<file path="src/rtl/seven_seg_pkg.sv">
// Shared definitions for the seven-segment scan controller.
// Segment patterns are {a,b,c,d,e,f,g}, active-low (0 = lit).
package seven_seg_pkg;

  typedef enum logic {
    BLANK = 1'b0,
    SHOW  = 1'b1
  } scan_state_t;

  localparam logic [6:0] SEG_0   = 7'b0000001;
  localparam logic [6:0] SEG_1   = 7'b1001111;
  localparam logic [6:0] SEG_2   = 7'b0010010;
  localparam logic [6:0] SEG_3   = 7'b0000110;
  localparam logic [6:0] SEG_4   = 7'b1001100;
  localparam logic [6:0] SEG_5   = 7'b0100100;
  localparam logic [6:0] SEG_6   = 7'b0100000;
  localparam logic [6:0] SEG_7   = 7'b0001111;
  localparam logic [6:0] SEG_8   = 7'b0000000;
  localparam logic [6:0] SEG_9   = 7'b0000100;
  localparam logic [6:0] SEG_A   = 7'b0001000;
  localparam logic [6:0] SEG_B   = 7'b1100000;
  localparam logic [6:0] SEG_C   = 7'b0110001;
  localparam logic [6:0] SEG_D   = 7'b1000010;
  localparam logic [6:0] SEG_E   = 7'b0110000;
  localparam logic [6:0] SEG_F   = 7'b0111000;
  localparam logic [6:0] SEG_OFF = 7'h7F;

endpackage

</file>
<file path="src/rtl/seven_seg_hex_dec.sv">
// Combinational hex nibble to active-low seven-segment pattern.
module seven_seg_hex_dec
  import seven_seg_pkg::*;
(
  input  logic [3:0] nibble,
  output logic [6:0] seg
);

  always_comb begin
    seg = SEG_OFF;
    case (nibble)
      4'h0: seg = SEG_0;
      4'h1: seg = SEG_1;
      4'h2: seg = SEG_2;
      4'h3: seg = SEG_3;
      4'h4: seg = SEG_4;
      4'h5: seg = SEG_5;
      4'h6: seg = SEG_6;
      4'h7: seg = SEG_7;
      4'h8: seg = SEG_8;
      4'h9: seg = SEG_9;
      4'hA: seg = SEG_A;
      4'hB: seg = SEG_B;
      4'hC: seg = SEG_C;
      4'hD: seg = SEG_D;
      4'hE: seg = SEG_E;
      4'hF: seg = SEG_F;
    endcase
  end

endmodule

</file>
<file path="src/rtl/seven_seg_scan_ctrl.sv">
// Time-multiplexed scan controller for common-anode seven-segment digits,
// with per-slot blanking gap, leading-zero blanking and frame-aligned updates.
module seven_seg_scan_ctrl
  import seven_seg_pkg::*;
#(
  parameter  int NUM_DIGITS   = 4,
  parameter  int REFRESH_DIV  = 50000,
  parameter  int BLANK_CYCLES = 500,
  localparam int IDX_W        = $clog2(NUM_DIGITS)
) (
  input  logic                    clk,
  input  logic                    rst,
  input  logic [4*NUM_DIGITS-1:0] value,
  input  logic [NUM_DIGITS-1:0]   dp_mask,
  input  logic                    load,
  input  logic                    blank_lz,
  output logic [NUM_DIGITS-1:0]   an,
  output logic [6:0]              seg,
  output logic                    dp,
  output logic [IDX_W-1:0]        digit_idx,
  output logic                    frame_done,
  output scan_state_t             state_dbg
);

  localparam int CNT_W = $clog2(REFRESH_DIV);
  localparam logic [CNT_W-1:0] CNT_LAST   = CNT_W'(REFRESH_DIV - 1);
  localparam logic [CNT_W-1:0] BLANK_LAST = CNT_W'(BLANK_CYCLES - 1);
  localparam logic [IDX_W-1:0] IDX_LAST   = IDX_W'(NUM_DIGITS - 1);

  scan_state_t             state, state_nxt;
  logic [CNT_W-1:0]        cnt;
  logic                    slot_end, wrap;

  logic [4*NUM_DIGITS-1:0] disp, pending;
  logic [NUM_DIGITS-1:0]   disp_dp, pending_dp;
  logic                    pending_valid;

  logic [NUM_DIGITS-1:0]   lz_mask;
  logic                    zero_run;
  logic                    blank_slot;
  logic [3:0]              cur_nib;
  logic [6:0]              dec_seg;

  logic [NUM_DIGITS-1:0]   an_nxt;
  logic [6:0]              seg_nxt;
  logic                    dp_nxt;

  assign slot_end  = (cnt == CNT_LAST);
  assign wrap      = slot_end && (digit_idx == IDX_LAST);
  assign state_dbg = state;
  assign cur_nib   = disp[{digit_idx, 2'b00} +: 4];

  seven_seg_hex_dec u_dec (
    .nibble (cur_nib),
    .seg    (dec_seg)
  );

  // lz_mask[k] is set when digit k and every digit above it are zero; digit 0 is never blanked.
  always_comb begin
    lz_mask  = '0;
    zero_run = 1'b1;
    for (int k = NUM_DIGITS - 1; k >= 1; k--) begin
      zero_run   = zero_run && (disp[4*k +: 4] == 4'h0);
      lz_mask[k] = zero_run;
    end
  end

  assign blank_slot = blank_lz && lz_mask[digit_idx];

  always_comb begin
    state_nxt = state;
    an_nxt    = '1;
    seg_nxt   = SEG_OFF;
    dp_nxt    = 1'b1;
    case (state)
      BLANK: if (cnt == BLANK_LAST) state_nxt = SHOW;
      SHOW: begin
        if (slot_end) state_nxt = BLANK;
        if (!blank_slot) begin
          an_nxt[digit_idx] = 1'b0;
          seg_nxt           = dec_seg;
          dp_nxt            = ~disp_dp[digit_idx];
        end
      end
      default: state_nxt = BLANK;
    endcase
  end

  always_ff @(posedge clk or posedge rst) begin
    if (rst) state <= BLANK;
    else     state <= state_nxt;
  end

  always_ff @(posedge clk or posedge rst) begin
    if (rst) begin
      cnt        <= '0;
      digit_idx  <= '0;
      an         <= '1;
      seg        <= SEG_OFF;
      dp         <= 1'b1;
      frame_done <= 1'b0;
    end else begin
      cnt        <= slot_end ? '0 : cnt + 1'b1;
      if (slot_end) digit_idx <= (digit_idx == IDX_LAST) ? '0 : digit_idx + 1'b1;
      an         <= an_nxt;
      seg        <= seg_nxt;
      dp         <= dp_nxt;
      frame_done <= wrap;
    end
  end

  // load is a single-cycle strobe with no backpressure: mid-frame it lands in pending
  // (last one wins), on the wrap cycle it goes straight into the frame now starting.
  always_ff @(posedge clk or posedge rst) begin
    if (rst) begin
      disp          <= '0;
      disp_dp       <= '0;
      pending       <= '0;
      pending_dp    <= '0;
      pending_valid <= 1'b0;
    end else if (wrap) begin
      if (load) begin
        disp    <= value;
        disp_dp <= dp_mask;
      end else if (pending_valid) begin
        disp    <= pending;
        disp_dp <= pending_dp;
      end
      pending_valid <= 1'b0;
    end else if (load) begin
      pending       <= value;
      pending_dp    <= dp_mask;
      pending_valid <= 1'b1;
    end
  end

endmodule
</file>
<file path="config.mk">
export PLATFORM = sky130hd
export DESIGN_NAME = seven_seg_scan_ctrl
export DESIGN_NICKNAME = d
export VERILOG_FILES = /design/src/rtl/seven_seg_pkg.sv /design/src/rtl/seven_seg_hex_dec.sv /design/src/rtl/seven_seg_scan_ctrl.sv
export SDC_FILE = /design/constraint.sdc
export NUM_CORES = 1
export LEC_CHECK = 0
export ABC_CLOCK_PERIOD_IN_PS = 4000
export BUFFER_PORTS_ARGS = -buffer_cell sky130_fd_sc_hd__buf_2
export CAP_MARGIN = 30
export CORE_MARGIN = 2
export CORE_UTILIZATION = 48
export DETAILED_ROUTE_END_ITERATION = 6
export PLACE_DENSITY = 0.67
export SLEW_MARGIN = 20
export SYNTH_ARGS = -nofsm -noshare
export SYNTH_HDL_FRONTEND = slang
export SYNTH_SLANG_ARGS = --single-unit
</file>
<file path="constraint.sdc">
create_clock -name clk -period 4 [get_ports clk]
set_clock_uncertainty 0.05 [all_clocks]
set_input_delay 0.8 -clock clk [delete_from_list [all_inputs] [get_ports clk]]
set_output_delay 0.8 -clock clk [all_outputs]
set_load 0.005 [all_outputs]
</file>
After elaboration in Yosys (flattened, before gate mapping). Memory sizes are Yosys's and may differ from the RTL's. Cells that the tools add are included.

Flip-flop bits (word level): 73. ROM bits: 112. Output and inout port bits: 16. Logic and storage cells: 60. Memories kept: 1.

Memories: (name not given) (depth 16, width 7, rd ports 1, clocked after memory_dff 0, write ports 0, RTL line seven_seg_hex_dec.sv:11) `case (nibble)`.

$add $sub $neg: 2. Magnitude comparators: 2. Eq/ne operators: 3. Shifts and indexed selects: 1. Mux-type cells: 23. Bitwise logic cells: 4. Reduce and logical (&&, ||, !) cells: 12.

Operators by type and width (count): 16-bit two-way mux (3); 16-bit by 1-bit adder with 16-bit output, second input constant (1); 16-bit == test, second input constant (1); 16-bit by 9-bit == test with 1-bit output, second input constant (1); 4-bit two-way mux (4); 16-bit by 5-bit variable part select with 4-bit output (1); 7-bit two-way mux (2); 4-bit logical NOT (3); 1-bit two-way mux (9); 1-bit logical AND (5); 1-bit binary-select mux with 2-bit select (2); 4-bit inverter (1); 2-bit AND reduction (2); 2-bit nonzero test (2); 2-bit by 3-bit less-than comparator with 1-bit output, second input constant (1); 1-bit inverter (3); 2-bit by 1-bit adder with 2-bit output, second input constant (1); 1-bit demux with 2-bit select (1); 2-bit == test, second input constant (1); 2-bit by 1-bit greater-or-equal comparator with 1-bit output, second input constant (1); 2-bit two-way mux (1); 1-bit one-hot mux with 2 select lines (1).

Logic depth before layout (Yosys ltp).
Depth in word-level cells: 8. Depth in mapped cells: 7.

Cells and area by module. Synthesis repeated with hierarchy kept, for this count alone.

Cell total of the unflattened synthesis: 280. Area, all modules: 3616.0 um^2.

By module, submodules not included: seven_seg_scan_ctrl (instances 1, cells each 245, area an instance 3368.2 um^2, seq. area each 1841.8 um^2); seven_seg_hex_dec (instances 1, cells each 35, area an instance 247.7 um^2, seq. area each 0.0 um^2).

Least setup slack after synthesis. No wires, ideal clock.

Path type: register to register. From: register digit_idx[1]. To: register seg[3]. Setup time: 82 ps. Arrival: 2182 ps. Slack: 1686 ps. Stages on the path, launching flop included: 8. Path buffers: 1. Period minus slack after synthesis: 2314 ps. Cells stage by stage: dfrtp_1 clkbuf_1 mux4_2 inv_1 ha_1 inv_1 mux4_2 nand2b_1.

Cells in the longest elaborated chain, start to end: 5. Elaborated cells between the ends (all ways): 7.

Ends and longest elaborated chain: start, declared (RTL line seven_seg_scan_ctrl.sv:20) `output logic [IDX_W-1:0] digit_idx,`; start signal, assigned (RTL line seven_seg_scan_ctrl.sv:104) `if (slot_end) digit_idx <= (digit_idx == IDX_LAST) ? '0 : digit_idx + 1'b1;`; branches (longest 3 deep; another with memory read 16 x 7 bit); 7-bit two-way mux (*) (RTL line seven_seg_scan_ctrl.sv:79) `if (!blank_slot) begin`; 7-bit two-way mux (*) (RTL line seven_seg_scan_ctrl.sv:75) `case (state)`; named net seg_nxt[3] (RTL line seven_seg_scan_ctrl.sv:45) `logic [6:0] seg_nxt;`; end signal, assigned (RTL line seven_seg_scan_ctrl.sv:106) `seg <= seg_nxt;`; end, declared (RTL line seven_seg_scan_ctrl.sv:18) `output logic [6:0] seg,`.

Mark *: on every way through the listed nets, which the timed path passes. The select of a mux whose other input is x is not followed. A chain may end at the register's enable or synchronous reset.

Final worst setup path.
From: register cnt[10]. To: register pending[10].

Cells in the longest elaborated chain, start to end: 4.

Ends and longest elaborated chain: start, declared (RTL line seven_seg_scan_ctrl.sv:31) `logic [CNT_W-1:0] cnt;`; start signal, assigned (RTL line seven_seg_scan_ctrl.sv:103) `cnt <= slot_end ? '0 : cnt + 1'b1;`; 16-bit == test (RTL line seven_seg_scan_ctrl.sv:48) `assign slot_end = (cnt == CNT_LAST);`; 1-bit logical AND (RTL line seven_seg_scan_ctrl.sv:49) `assign wrap = slot_end && (digit_idx == IDX_LAST);`; named net wrap (RTL line seven_seg_scan_ctrl.sv:32) `logic slot_end, wrap;`; 1-bit inverter (no line); 2-bit AND reduction (no line); end signal, assigned (RTL line seven_seg_scan_ctrl.sv:131) `pending <= value;`; end, declared (RTL line seven_seg_scan_ctrl.sv:34) `logic [4*NUM_DIGITS-1:0] disp, pending;`.

The timed path passes the listed nets, and every way through them passes these cells.

==> metrics.yaml <==
clock_network:
  cts_max_level: 3
  postCtsHoldBufs: 0
  insertion_delay_ps: 340
  cts_tree: "built"
  clock_tree.root_cell: "clkbuf_8"
  post_cts_buffers: 0
  cts_resized: 0
  clkSinkCount: 73
  clkTransAtPathRegs_ps: 80
  clock_path_buffers: 2
  numCtsBuffers: 9
detailed_routing:
  drt_first_iter_violations: 86
  wire_per_inst_um: 15.0
  drc_errors: 0
  drtPass1Iterations: 4
  wl_um: 6620
  routed-via-count: 2289
  ant_nets: 0
  via_per_inst: 5.17
sta:
  setup_viol: 0
  slew_headroom: 0.502
  max_slew.worst_pin.slew_ps: 748
  hold_viol_final: 0
  finalCriticalPeriod_ps: 2450
  finalCritPeriodShare: 0.612
  fin_setup_tns_ps: 0
  grt_setup_unrepaired: "no"
  drv_slew: 0
  fmaxAchievable_mhz: 408
  layout_setup_ws_ps: 1550
die:
  num_rows: 31
  core_area_um2: 7210
  initial_core_util: 0.493
  die_x_um: 90.0
  io_pins: 40
  die_y_um: 90.0
  dieArea_um2: 8110
place:
  pre_cts_ws_ps: 1530
  placement.cell_area_um2: 3840
  hpwl_um: 4490
  io_buffers: 39
  gp_congestion: 0.806
power:
  internal_power_mw: 1.22
  power_leakage_nw: 1.86
  vdd_drop_max_uv: 168
  p_sw_frac: 0.230
  share_comb_of_total_power: 0.090
  power_density_nw_per_um2: 389
  pwr-share-clk: 0.407
  p_seq_frac: 0.503
  p_sw_mw: 0.364
grt:
  antenna_found_initial: 0
  grt_max_degree: 62
  grt_util_all_layers: 0.179
  grt.overflow.total: 0
  grt_pass1_vias: 2345
  grt_pass1_wl_um: 11600
setup_path:
  worstPathMaxFanout: 20
  cp-start-kind: "flip-flop"
  crit_arrival_ps: 2620
  cp-end-kind: "flip-flop"
  rr_startpoint: "cnt[10]"
  r2r_cells: 6
  r2r_slack_ps: 1550
  crit_required_ps: 4170
  reg2reg_to: "pending[10]"
  crit_type: "reg2reg"
synth:
  avgSynthCellArea_um2: 11.9
  yosysSeqAreaShare: 0.518
  synthesis.nets: 333
  synth_top_area_cell: "dfrtp_1"
  yosysMostFrequentCell: "dfrtp_1"
  synth.ff_latch_count: 73
  yosysWarnings: 0
  yosys-top-cells-area: "dfrtp_1 43%, dfstp_2 8.9%, mux2_4 8.5%, mux2i_1 5.9%, mux4_2 4.4%"
  ys_top_cells_by_count: "61 x dfrtp_1, 37 x nor2_1, 23 x a21oi_1"
  postSynth.asyncResetShare: 1.00
  synth_edf_count: 0
  syn_area_um2: 3550
  synthFlopType: "dfrtp_1"
  yosys.area.top_type_share: 0.430
  netlist_instances: 298
  synth_cell_types: 37
run_status:
  status: "completed"
final_layout:
  final_area_um2: 4070
  drive_gt1_frac: 0.302
  nets: 374
  antennaDiodeCount: 0
  nFillCells: 644
  syn_to_final_growth_pct: 14.4
run:
  cap_viol_max_count: 0
min_path:
  hold_class: "in2async"
power by group through the flow:
| stage | sequential, mW | combinational, mW | clock [mW] |
|---|---|---|---|
| finish | 0.795 | 0.143 | 0.643 |
| global route | 0.799 | 0.159 | 0.693 |
| CTS | 0.794 | 0.146 | 0.651 |
| detailed placement | 0.808 | 0.145 | 0 |
| global placement | 0.808 | 0.141 | 0 |
| floorplan | 0.801 | 0.112 | 0 |
cells by family (layout without fill, tap and decap cells):
kind of cell,after synthesis,count (layout),share of synthesized area
simple gates,90,90,0.126
xor+xnor,17,17,0.0419
fa+ha+maj,11,11,0.0387
flops,73,73,0.518
buf+inv,23,69,0.0299
compound gates,36,36,0.0567
mux,48,48,0.188
worst max-delay path by stage:
stage / slack, ps / startpoint / cells past startpoint / endpoint
after floorplan: 1320 / rst / 1 / cnt[0]
after global placement: 1580 / load / 4 / pending[6]
after detailed placement: 1530 / load / 4 / pending_dp[1]
after CTS: 1550 / cnt[11] / 6 / pending[11]
after global routing: 1460 / cnt[10] / 6 / disp[12]
final: 1550 / cnt[10] / 6 / pending[10]
through the flow:
stage	cells	hold WS [ps]	utilization	total power [mW]
floorplan	298	383	-	0.913
global route	443	354	0.563	1.65
finish	443	333	0.563	1.58
CTS	442	332	0.562	1.59
detailed placement	426	399	0.532	0.953
global placement	426	407	0.532	0.949
state kept, by name (all words and copies together), names as in the netlist:
| signal | count |
|---|---|
| pending_dp | 4 |
| state_dbg | 1 |
| disp | 16 |
| frame_done | 1 |
| an | 4 |
| seg | 7 |
| pending | 16 |
| cnt | 16 |
| pending_valid | 1 |
| digit_idx | 2 |
| disp_dp | 4 |
| dp | 1 |
layout make-up:
cell class / instances / area (µm²) / share of cell area
well taps: 99 / 124 / 0.0305
multi-input cells: 202 / 1610 / 0.396
clock buffers: 12 / 145 / 0.0357
repair buffers: 44 / 233 / 0.0572
flip-flops and latches: 73 / 1840 / 0.453
inverters: 9 / 33.8 / 0.00831
clock inverters: 4 / 76.3 / 0.0188
placed cells by master (no fill, tap or decap), types with 11 or more instances in the layout:
master / count
mux2_4: 20
ha_1: 11
buf_2: 39
nor2_1: 37
mux2i_1: 21
nand2_1: 18
dfstp_2: 12
dfrtp_1: 61
xor2_1: 12
a21oi_1: 23
worst max-delay path, stage by stage (launching register included):
cell and delay, ps:
dfrtp_1 420, or4_4 540, or4_4 560, nor2_4 120, nor2b_2 50, buf_4 240
mux2_4 330
layer usage:
layer	up-vias	part of all wire	GRT usage
li1	1120	-	-
met1	1110	0.50	0.259
met2	48	0.44	0.266
met3	11	0.040	0.0377
met4	0	0.018	0.0731
met5	-	0	0
No activity file was read; power rests on OpenSTA's default activity.
